===== src/rtl/uart_rx_pkg.sv =====
// Shared types and constants for the UART receiver.
package uart_rx_pkg;

  typedef enum logic [1:0] {StIdle, StStart, StData, StStop} rx_state_t;

  localparam int unsigned Oversample = 16;
  localparam int unsigned MidTick    = Oversample / 2 - 1;

endpackage


===== src/rtl/uart_rx_if.sv =====
// Line-side inputs and parallel-word outputs of the UART receiver.
interface uart_rx_if #(
  parameter int unsigned DBIT = 8
);

  logic            tick;
  logic            rx;
  logic [DBIT-1:0] dout;
  logic            rx_done_tick;
  logic            frame_err;
  logic            busy;

  modport master (
    output tick, rx,
    input  dout, rx_done_tick, frame_err, busy
  );

  modport slave (
    input  tick, rx,
    output dout, rx_done_tick, frame_err, busy
  );

endinterface


===== src/rtl/uart_rx_sync_2ff.sv =====
// Two-flop synchroniser for asynchronous inputs; reset value is programmable.
module sync_2ff #(
  parameter int unsigned     Width    = 1,
  parameter logic [Width-1:0] ResetVal = '1
) (
  input  logic             clk,
  input  logic             reset,
  input  logic [Width-1:0] d,
  output logic [Width-1:0] q
);

  logic [Width-1:0] meta_q;

  always_ff @(posedge clk or negedge reset) begin
    if (!reset) begin
      meta_q <= ResetVal;
      q      <= ResetVal;
    end else begin
      meta_q <= d;
      q      <= meta_q;
    end
  end

endmodule


===== src/rtl/uart_rx.sv =====
// UART receiver: 16x oversampled, mid-bit sampling, LSB-first, one-cycle done strobe.
module uart_rx
  import uart_rx_pkg::*;
#(
  parameter int unsigned DBIT    = 8,
  parameter int unsigned SB_TICK = 16
) (
  input  logic      clk,
  input  logic      reset,
  uart_rx_if.slave  bus
);

  // Tick counter grows to 5 bits only when the stop phase outlasts one bit time.
  localparam int unsigned SW = (SB_TICK > Oversample) ? $clog2(SB_TICK) : 4;
  localparam int unsigned NW = $clog2(DBIT);

  localparam logic [SW-1:0] SMid     = SW'(MidTick);
  localparam logic [SW-1:0] SBitLast = SW'(Oversample - 1);
  localparam logic [SW-1:0] SStop    = SW'(SB_TICK - 1);
  localparam logic [NW-1:0] NLast    = NW'(DBIT - 1);

  rx_state_t       state_q, state_d;
  logic [SW-1:0]   s_q, s_d;
  logic [NW-1:0]   n_q, n_d;
  logic [DBIT-1:0] shift_q, shift_d;
  logic [DBIT-1:0] dout_q, dout_d;
  logic            ferr_q, ferr_d;
  logic            done_q, done_d;
  logic            rx_s;

  sync_2ff #(
    .Width    (1),
    .ResetVal (1'b1)
  ) u_rx_sync (
    .clk   (clk),
    .reset (reset),
    .d     (bus.rx),
    .q     (rx_s)
  );

  always_comb begin
    state_d = state_q;
    s_d     = s_q;
    n_d     = n_q;
    shift_d = shift_q;
    dout_d  = dout_q;
    ferr_d  = ferr_q;
    done_d  = 1'b0;
    unique case (state_q)
      StIdle: begin
        if (!rx_s) begin
          state_d = StStart;
          s_d     = '0;
        end
      end
      StStart: begin
        if (bus.tick) begin
          if (s_q == SMid) begin
            if (!rx_s) begin
              state_d = StData;
              s_d     = '0;
              n_d     = '0;
            end else begin
              state_d = StIdle;
            end
          end else begin
            s_d = s_q + 1'b1;
          end
        end
      end
      StData: begin
        if (bus.tick) begin
          if (s_q == SBitLast) begin
            shift_d = {rx_s, shift_q[DBIT-1:1]};
            s_d     = '0;
            if (n_q == NLast) begin
              state_d = StStop;
            end else begin
              n_d = n_q + 1'b1;
            end
          end else begin
            s_d = s_q + 1'b1;
          end
        end
      end
      StStop: begin
        if (bus.tick) begin
          if (s_q == SStop) begin
            state_d = StIdle;
            dout_d  = shift_q;
            ferr_d  = ~rx_s;
            done_d  = 1'b1;
          end else begin
            s_d = s_q + 1'b1;
          end
        end
      end
      default: state_d = StIdle;
    endcase
  end

  always_ff @(posedge clk or negedge reset) begin
    if (!reset) begin
      state_q <= StIdle;
      s_q     <= '0;
      n_q     <= '0;
      shift_q <= '0;
      dout_q  <= '0;
      ferr_q  <= 1'b0;
      done_q  <= 1'b0;
    end else begin
      state_q <= state_d;
      s_q     <= s_d;
      n_q     <= n_d;
      shift_q <= shift_d;
      dout_q  <= dout_d;
      ferr_q  <= ferr_d;
      done_q  <= done_d;
    end
  end

  assign bus.dout         = dout_q;
  assign bus.frame_err    = ferr_q;
  assign bus.rx_done_tick = done_q;
  assign bus.busy         = (state_q != StIdle);

endmodule

===== src/flat_wrapper.sv =====
// flat-port wrapper written by rule: the top's interface ports become plain ports
module uart_rx_flat import uart_rx_pkg::*;
#(
  parameter int unsigned DBIT    = 8,
  parameter int unsigned SB_TICK = 16
)
  (clk, reset, bus_tick, bus_rx, bus_dout, bus_rx_done_tick, bus_frame_err, bus_busy);
  uart_rx_if #(.DBIT(DBIT)) bus_i ();
  input  logic clk;
  input  logic reset;
  input wire logic [$bits(bus_i.tick)-1:0] bus_tick;
  input wire logic [$bits(bus_i.rx)-1:0] bus_rx;
  output wire logic [$bits(bus_i.dout)-1:0] bus_dout;
  output wire logic [$bits(bus_i.rx_done_tick)-1:0] bus_rx_done_tick;
  output wire logic [$bits(bus_i.frame_err)-1:0] bus_frame_err;
  output wire logic [$bits(bus_i.busy)-1:0] bus_busy;
  assign bus_i.tick = bus_tick;
  assign bus_i.rx = bus_rx;
  assign bus_dout = bus_i.dout;
  assign bus_rx_done_tick = bus_i.rx_done_tick;
  assign bus_frame_err = bus_i.frame_err;
  assign bus_busy = bus_i.busy;
  uart_rx #(.DBIT(DBIT), .SB_TICK(SB_TICK)) u_core (.clk(clk), .reset(reset), .bus(bus_i));
endmodule

===== config.mk =====
export PLATFORM = sky130hd
export DESIGN_NAME = uart_rx_flat
export DESIGN_NICKNAME = d
export VERILOG_FILES = /design/src/rtl/uart_rx_pkg.sv /design/src/rtl/uart_rx_if.sv /design/src/rtl/uart_rx_sync_2ff.sv /design/src/rtl/uart_rx.sv /design/src/flat_wrapper.sv
export SDC_FILE = /design/constraint.sdc
export NUM_CORES = 1
export LEC_CHECK = 0
export BUFFER_PORTS_ARGS = -buffer_cell sky130_fd_sc_hd__buf_4
export CAP_MARGIN = 20
export CORE_MARGIN = 4
export CORE_UTILIZATION = 50
export CTS_CLUSTER_DIAMETER = 120
export DETAILED_ROUTE_END_ITERATION = 8
export PLACE_DENSITY = 0.7
export SKIP_CTS_REPAIR_TIMING = 1
export SYNTH_ARGS = -nofsm -noshare
export SYNTH_HDL_FRONTEND = slang
export SYNTH_SLANG_ARGS = --single-unit

===== constraint.sdc =====
create_clock -name clk -period 3.3 [get_ports clk]
set_input_delay 0.33 -clock clk [delete_from_list [all_inputs] [get_ports clk]]
set_output_delay 0.33 -clock clk [all_outputs]
set_load 0.02 [all_outputs]

# ---- Word-level counts from Yosys, hierarchy flattened
# Index checks and enable logic that the tools add are counted.
# W data, S select, Z words.
dict set report totals {
  out_inout_bits 11
  in_bits 4
  regBits 29
  word_cells 65
}
dict set report classes {
  n_eq_ne 17
  addsub 2
  muxes 28
  bitwise_logic 1
  n_reduce_logical 8
}
# op n
set op_table {}
lappend op_table {{$mux W4} 7}
lappend op_table {{$mux W2} 9}
lappend op_table {{$mux W3} 6}
lappend op_table {{$pmux W4 S4} 1}
lappend op_table {{$ne A2 B2 Y1 const B} 7}
lappend op_table {{$ne A2 B1 Y1 const B} 4}
lappend op_table {{$pmux W2 S4} 1}
lappend op_table {{$reduce_and A8 Y1} 1}
lappend op_table {{$reduce_and A7 Y1} 1}
lappend op_table {{$pmux W3 S2} 1}
lappend op_table {{$reduce_and A3 Y1} 2}
lappend op_table {{$add A4 B1 Y4 const B} 1}
lappend op_table {{$eq A2 B2 Y1 const B} 2}
lappend op_table {{$eq A4 B3 Y1 const B} 1}
lappend op_table {{$eq A4 B4 Y1 const B} 1}
lappend op_table {{$reduce_and A4 Y1} 1}
lappend op_table {{$reduce_bool A2 Y1} 2}
lappend op_table {{$add A3 B1 Y3 const B} 1}
lappend op_table {{$eq A3 B3 Y1 const B} 1}
lappend op_table {{$mux W1} 3}
lappend op_table {{$eq A2 B1 Y1 const B} 1}
lappend op_table {{$logic_not A2 Y1} 1}
lappend op_table {{$not A1 Y1} 1}

# ---- Depth between registers and ports, before layout
# Gate-level depths: netlist (run 1).
dict set report depth {
  ltp_word 5
  depth_mapped 6
  mapped_depth_nobuf 6
}

# ---- Hierarchy
# From an unflattened synthesis (run 1), not the netlist that was laid out.
dict set report hier_totals {
  cells_unflattened 99
  area_unflattened_um2 1305.0
}
# mod seq_area_each_um2 area_each_um2 n_inst cells_per_inst
set modules_own_cells {}
lappend modules_own_cells {uart_rx 675.6 1252.5 1 97}
lappend modules_own_cells {sync_2ff 52.6 52.6 1 2}

# ---- Worst setup path before layout (run 1)
# Ideal clock, no wire load.
dict set report synth_path {
  path_type {reg2reg}
  from {register u_core.n_q[0]}
  to {register u_core.n_q[0]}
  t_arrival_ns 1.569
  period_less_slack_ns 1.696
  stages_incl_launch_ff 7
  n_path_buf 0
  setup_time_ns 0.127
  required_time_ns 3.173
  setup_slack_ns 1.604
  path_cell_list {dfrtp_1 ha_1 ha_1 nor4bb_1 o21ai_2 nor2_1 mux2_1}
}
dict set report synth_between {
  elab_chain_len 5
  elab_cells_between_ends 8
  classes_between {1 x add/sub; 2 x eq/ne; 4 x mux; 1 x reduce/logical}
}
# element line_no
set synth_rtl {}
lappend synth_rtl {{from (decl)} uart_rx.sv:24} ;# logic [NW-1:0] n_q, n_d;
lappend synth_rtl {{from (signal assigned)} uart_rx.sv:114} ;# n_q <= n_d;
lappend synth_rtl {{$add A3 B1 Y3} uart_rx.sv:79} ;# n_d = n_q + 1'b1;
lappend synth_rtl {{$mux W3} uart_rx.sv:76} ;# if (n_q == NLast) begin
lappend synth_rtl {{$mux W3} uart_rx.sv:73} ;# if (s_q == SBitLast) begin
lappend synth_rtl {{$mux W3} uart_rx.sv:72} ;# if (bus.tick) begin
lappend synth_rtl {{$pmux W3 S2} uart_rx.sv:49} ;# unique case (state_q)
# Several ways; a longest one is shown, not always the timed one. The select of a mux whose other input is x is not followed.
# A chain may end at the register's enable or synchronous reset.

# ---- Worst setup path after layout (run 1)
# Ends and elaborated chain as after synthesis.

==> results_dict.tcl, run 1 <==
set metrics [dict create \
    core_region_area_um2 2500 \
    wirelength_um 2100 \
    avgSynthCellArea_um2 13.1 \
    grt_first_pass_wirelength_um 3790 \
    hold_viol 0 \
    seq_area_frac_synth 0.550 \
    async_flop_share 1.00 \
    fmax_mhz 551 \
    ant_nets 0 \
    finalSetupTns_ns 0 \
    ys_warn_count 0 \
    critPathMaxStageDelay_ns 0.41 \
    final_common_cell "dfrtp_1" \
    grt_use_met1 0.188 \
    peakVddDrop_mv 0.520 \
    rsz0062_at_grt "false" \
    synth_edf_count 0 \
    leakage_nw 0.761 \
    fp-row-count 18 \
    path_max_fanout 5 \
    drv_slew 0 \
    cp.arrival_ns 2.02 \
    grt_pass1_vias 835 \
    reg2reg_slack_ns 1.49 \
    drt_iter0_markers 5 \
    grt_use_met3 0.0719 \
    relSlewSlack 0.754 \
    clock_sinks 29 \
    antenna_cells 0 \
    worst-slew-pin-transition_ns 0.369 \
    nets 127 \
    initial_core_util 0.530 \
    grt_usage 0.148 \
    cp.required_ns 3.51 \
    setup_violations 0 \
    die_w_um 59.5 \
    path_clk_slew_ns 0.09 \
    cp-start-kind "flip-flop" \
    die_h_um 59.5 \
    power_density_nw_per_um2 605 \
    cp-end-kind "flip-flop" \
    cp_slowest_cell "dfrtp_1" \
    routed_via_density 5.46 \
    die_area_um2 3540 \
    hp-class "primary input to flip-flop" \
    cts_root_buf "clkbuf_4" \
    r2r-end "u_core.n_q[0]" \
    gr-max-usage-layer "met2" \
    final_cell_mix "dfrtp_1 (27), mux2_1 (17), buf_4 (14)" \
    final_cell_area_um2 1520 \
    place_congestion 0.841 \
    overflow 0 \
    path_common_cell "ha_1" \
    syn_area_um2 1330 \
    finalCritPeriodShare 0.550 \
    reg2regPathDepth 6 \
    synth_seq_cells 29 \
    yosys.cell_types.count 33 \
    syn_to_final_growth_pct 14.4 \
    met2_usage 0.217 \
    clk_path_buf_depth 2 \
    ios 15 \
    cts.htree.levels 2 \
    final.min_clock_period_ns 1.81 \
    synthCells 101 \
    post-route-drc-count 0 \
    port-buffer-count 14 \
    synth_nets 108 \
    routedWlPerCell_um 13.9 \
    via_count 824 \
    firstDrtPassIters 4 \
    cts_buffers 5 \
    crit_type "flip-flop to flip-flop" \
    layout_setup_ws_ns 1.49 \
    clock_skew_ns 0.00758 \
    cp_cell_sequence "ha_1, ha_1, nor4bb_1, o21ai_2, nor2_1, mux2_1" \
    grt_max_degree 30 \
    maxCapViolations 0 \
    cts_tree "built" \
    grt_antenna_before_repair 0 \
    dp_hpwl_um 1470 \
    drive_above_1_share 0.264 \
    holdPathStages 1 \
    outcome "finished, final reports clean" \
    final_util 0.606 \
    synth_top_flop_cell "dfrtp_1" \
    dpl_worst_slack_ns 1.48 \
    holdCritStartpoint "bus_rx" \
    hold_end "u_core.u_rx_sync.meta_q" \
    placed_area_um2 1450 \
    clk-insertion-delay-late_ns 0.33 \
    worst_r2r_startpoint "u_core.n_q[0]" \
]
-- synth_stat cells (all sizes together) (2+ instances only) --
| master | n | share of area |
|---|---|---|
| and2 | 2 | 0.0094 |
| mux2i | 2 | 0.015 |
| dfstp | 2 | 0.040 |
| a21oi | 2 | 0.0076 |
| ha | 3 | 0.028 |
| nand2b | 2 | 0.015 |
| buf | 3 | 0.013 |
| o31ai | 4 | 0.023 |
| nor2 | 5 | 0.025 |
| nand2 | 6 | 0.017 |
| o21ai | 7 | 0.029 |
| dfrtp | 27 | 0.51 |
| nor2b | 2 | 0.0094 |
| mux2 | 18 | 0.16 |
| a22o | 3 | 0.020 |
-- per-layer routing --
metal / vias up / routed length, µm
li1: 408 / -
met1: 402 / 1020
met2: 12 / 981
met3: 2 / 80
met4: 0 / 16
met5: - / 0
-- worst max-delay path by stage --
stage	startpoint	to	slack (ns)	cells after the start
6_report	u_core.n_q[0]	u_core.n_q[0]	1.49	6
4_1_cts	u_core.n_q[0]	u_core.n_q[0]	1.47	6
5_1_grt	u_core.n_q[0]	u_core.n_q[0]	1.36	6
2_1_floorplan	u_core.n_q[0]	u_core.n_q[0]	1.60	6
3_5_place_dp	u_core.n_q[0]	u_core.n_q[0]	1.48	6
3_3_place_gp	u_core.n_q[0]	u_core.n_q[0]	1.50	6
-- report_power, final --
part           leakage [nW]  switching, mW  internal (mW)
logic                 0.346          0.120          0.117
registers             0.384         0.0688          0.404
clock network        0.0310          0.127         0.0801
total                 0.761          0.315          0.601
-- state kept, by name, summed over array words and instances (netlist names), named ones only --
name,cells
u_core.bus.dout,8
u_core.shift_q,8
u_core.s_q,4
u_core.n_q,3
u_core.bus.frame_err,1
u_core.bus.rx_done_tick,1
u_core.state_q,1
u_core.u_rx_sync.meta_q,1
u_core.u_rx_sync.q,1
-- critical path, delay by kind of cell, from the launching register on --
kind            cells  cell delay, ns
compound gates      1            0.14
mux                 1            0.32
fa+ha+maj           2            0.40
simple gates        2            0.44
flops               1            0.41
-- area by class of cell --
type,instances,area [µm²]
clock buffer,5,37.5
clock inverter,3,17.5
fill,198,985
inverter,1,3.75
multi-input combinational,68,576
sequential,29,728
tap,30,37.5
timing repair buffer,15,115
-- per-stage QoR --
step / hold slack (ns) / power (mW) / cells
floorplan: 0.0344 / 0.665 / 101
global placement: 0.269 / 0.707 / 142
detailed placement: 0.270 / 0.711 / 142
CTS: -0.0987 / 0.930 / 150
global route: 0.0711 / 0.989 / 151
finish: 0.109 / 0.916 / 151
-- logic make-up (layout without fill, tap and decap cells) --
logic type,after synthesis,after routing,share of synthesized area
compound gates,20,20,0.108
flops,29,29,0.550
mux,20,20,0.171
buf+inv,4,24,0.0161
fa+ha+maj,3,3,0.0283
xor+xnor,1,1,0.00661
simple gates,24,24,0.121
Power figures use the tool's default switching activity.
==> run 2: changes to the inputs <==
- clock period: 3.3 -> 1.8 ns (I/O delays scaled with it)
==> run 2 against run 1 <==
  * Clock skew rose by 0.00057 ns
  * Sequential share of layout area fell by 2.5 points
  * Sequential cell count unchanged
  * Worst hold slack improved by 0.046 ns
  * First-iteration DRC count rose to 4.0 times the previous value
  * Via count rose by 4.1%
  * Total power grew 90%
  * Non-clock buffer count is 7 higher
  * Sequential power up 78%
  * Die area is the same
  * Largest power group unchanged
==> results_dict.tcl, run 2 (synthesis results as in run 1) <==
set metrics [dict create \
    clock_skew_ns 0.00815 \
    overflow 0 \
    final_util 0.640 \
    cts_root_buf "clkbuf_4" \
    grt_max_degree 30 \
    core_region_area_um2 2500 \
    clk_path_buf_depth 2 \
    place_congestion 0.814 \
    path_max_fanout 5 \
    crit_type "flip-flop to flip-flop" \
    cts_buffers 5 \
    grt_antenna_before_repair 0 \
    cp-end-kind "flip-flop" \
    reg2reg_slack_ns 0.06 \
    cts_tree "built" \
    cp-start-kind "flip-flop" \
    nets 134 \
    routed_via_density 5.43 \
    maxCapViolations 0 \
    drv_slew 0 \
    peakVddDrop_mv 0.743 \
    worst_r2r_startpoint "u_core.s_q[0]" \
    reg2regPathDepth 5 \
    placed_area_um2 1490 \
    clk-insertion-delay-late_ns 0.32 \
    grt_usage 0.151 \
    hold_end "u_core.state_q[0]" \
    setup_violations 0 \
    holdCritStartpoint "bus_tick" \
    cp.required_ns 2.01 \
    ios 15 \
    die_area_um2 3540 \
    fp-row-count 18 \
    initial_core_util 0.530 \
    dp_hpwl_um 1550 \
    ant_nets 0 \
    holdWs_ns 0.155 \
    clock_sinks 29 \
    final_common_cell "dfrtp_1" \
    worst-slew-pin-transition_ns 0.347 \
    outcome "finished, final reports clean" \
    fmax_mhz 575 \
    holdPathStages 2 \
    final_cell_mix "dfrtp_1 (27), buf_4 (19), mux2_1 (17)" \
    hp-class "primary input to flip-flop" \
    syn_to_final_growth_pct 20.7 \
    final_cell_area_um2 1600 \
    finalCritPeriodShare 0.966 \
    port-buffer-count 14 \
    final.min_clock_period_ns 1.74 \
    drt_iter0_markers 20 \
    rsz0062_at_grt "false" \
    drive_above_1_share 0.305 \
    firstDrtPassIters 4 \
    die_h_um 59.5 \
    grt_pass1_vias 892 \
    path_clk_slew_ns 0.09 \
    via_count 858 \
    leakage_nw 0.785 \
    finalSetupTns_ns 0 \
    grt_first_pass_wirelength_um 3900 \
    wirelength_um 2210 \
    cts.htree.levels 2 \
    hold_viol 0 \
    routedWlPerCell_um 14.0 \
    r2r-end "u_core.s_q[0]" \
    cp.arrival_ns 1.95 \
    power_density_nw_per_um2 1090 \
    post-route-drc-count 0 \
    antenna_cells 0 \
    die_w_um 59.5 \
    relSlewSlack 0.768 \
]
run 2: changes by cell type in the layout (fill, tap and decap cells not counted), moves of 2 or more:
cell      before  now
buf_4         14   19
clkbuf_1       0    3
clkinv_2       2    0
ha_1           3    1
ha_2           0    2
run 2: per-stage QoR:
stage	worst slack, ns	power, mW	std cells
2_1_floorplan	0.104	1.22	101
4_1_cts	0.0331	1.74	155
5_1_grt	0.00958	1.86	158
3_5_place_dp	0.0564	1.37	147
3_3_place_gp	0.0771	1.35	147
6_report	0.0610	1.74	158
run 2: critical path, cell delays in order, from the launching register on:
cell	delay, ns
dfrtp_1	0.43
ha_1	0.27
and4_4	0.22
a22o_1	0.24
a31o_1	0.22
mux2_4	0.26
run 2: area by class of cell:
type                    instances  area (µm²)
repair buffers                 22         183
flip-flops and latches         29         728
clock buffers                   8        48.8
fillers                       189         901
well taps                      30        37.5
inverters                       1        3.75
multi-input cells              68         598
run 2: how the worst max path moves through the flow:
stage | slack (ns) | from | cells after the start | to
after global placement | 0.08 | u_core.n_q[0] | 6 | u_core.n_q[0]
after global routing | 0.01 | u_core.s_q[0] | 5 | u_core.s_q[0]
final | 0.06 | u_core.s_q[0] | 5 | u_core.s_q[0]
after floorplan | 0.10 | u_core.n_q[0] | 6 | u_core.n_q[0]
after CTS | 0.03 | u_core.n_q[0] | 6 | u_core.n_q[0]
after detailed placement | 0.06 | u_core.n_q[0] | 6 | u_core.n_q[0]
run 2: routing by layer:
metal  wire, µm  vias to the layer above  GRT usage  share of wire
met5          0                        -          0              0
met4          7                        0     0.0485         0.0032
met3         83                        2     0.0719          0.038
met2       1040                       12      0.228           0.47
met1       1080                      427      0.190           0.49
li1           -                      417          -              -
run 2: report_power, final:
group	switching [mW]	internal, mW	total, mW
Sequential	0.0998	0.741	0.841
Clock	0.205	0.155	0.360
Combinational	0.267	0.271	0.537
Total	0.571	1.17	1.74
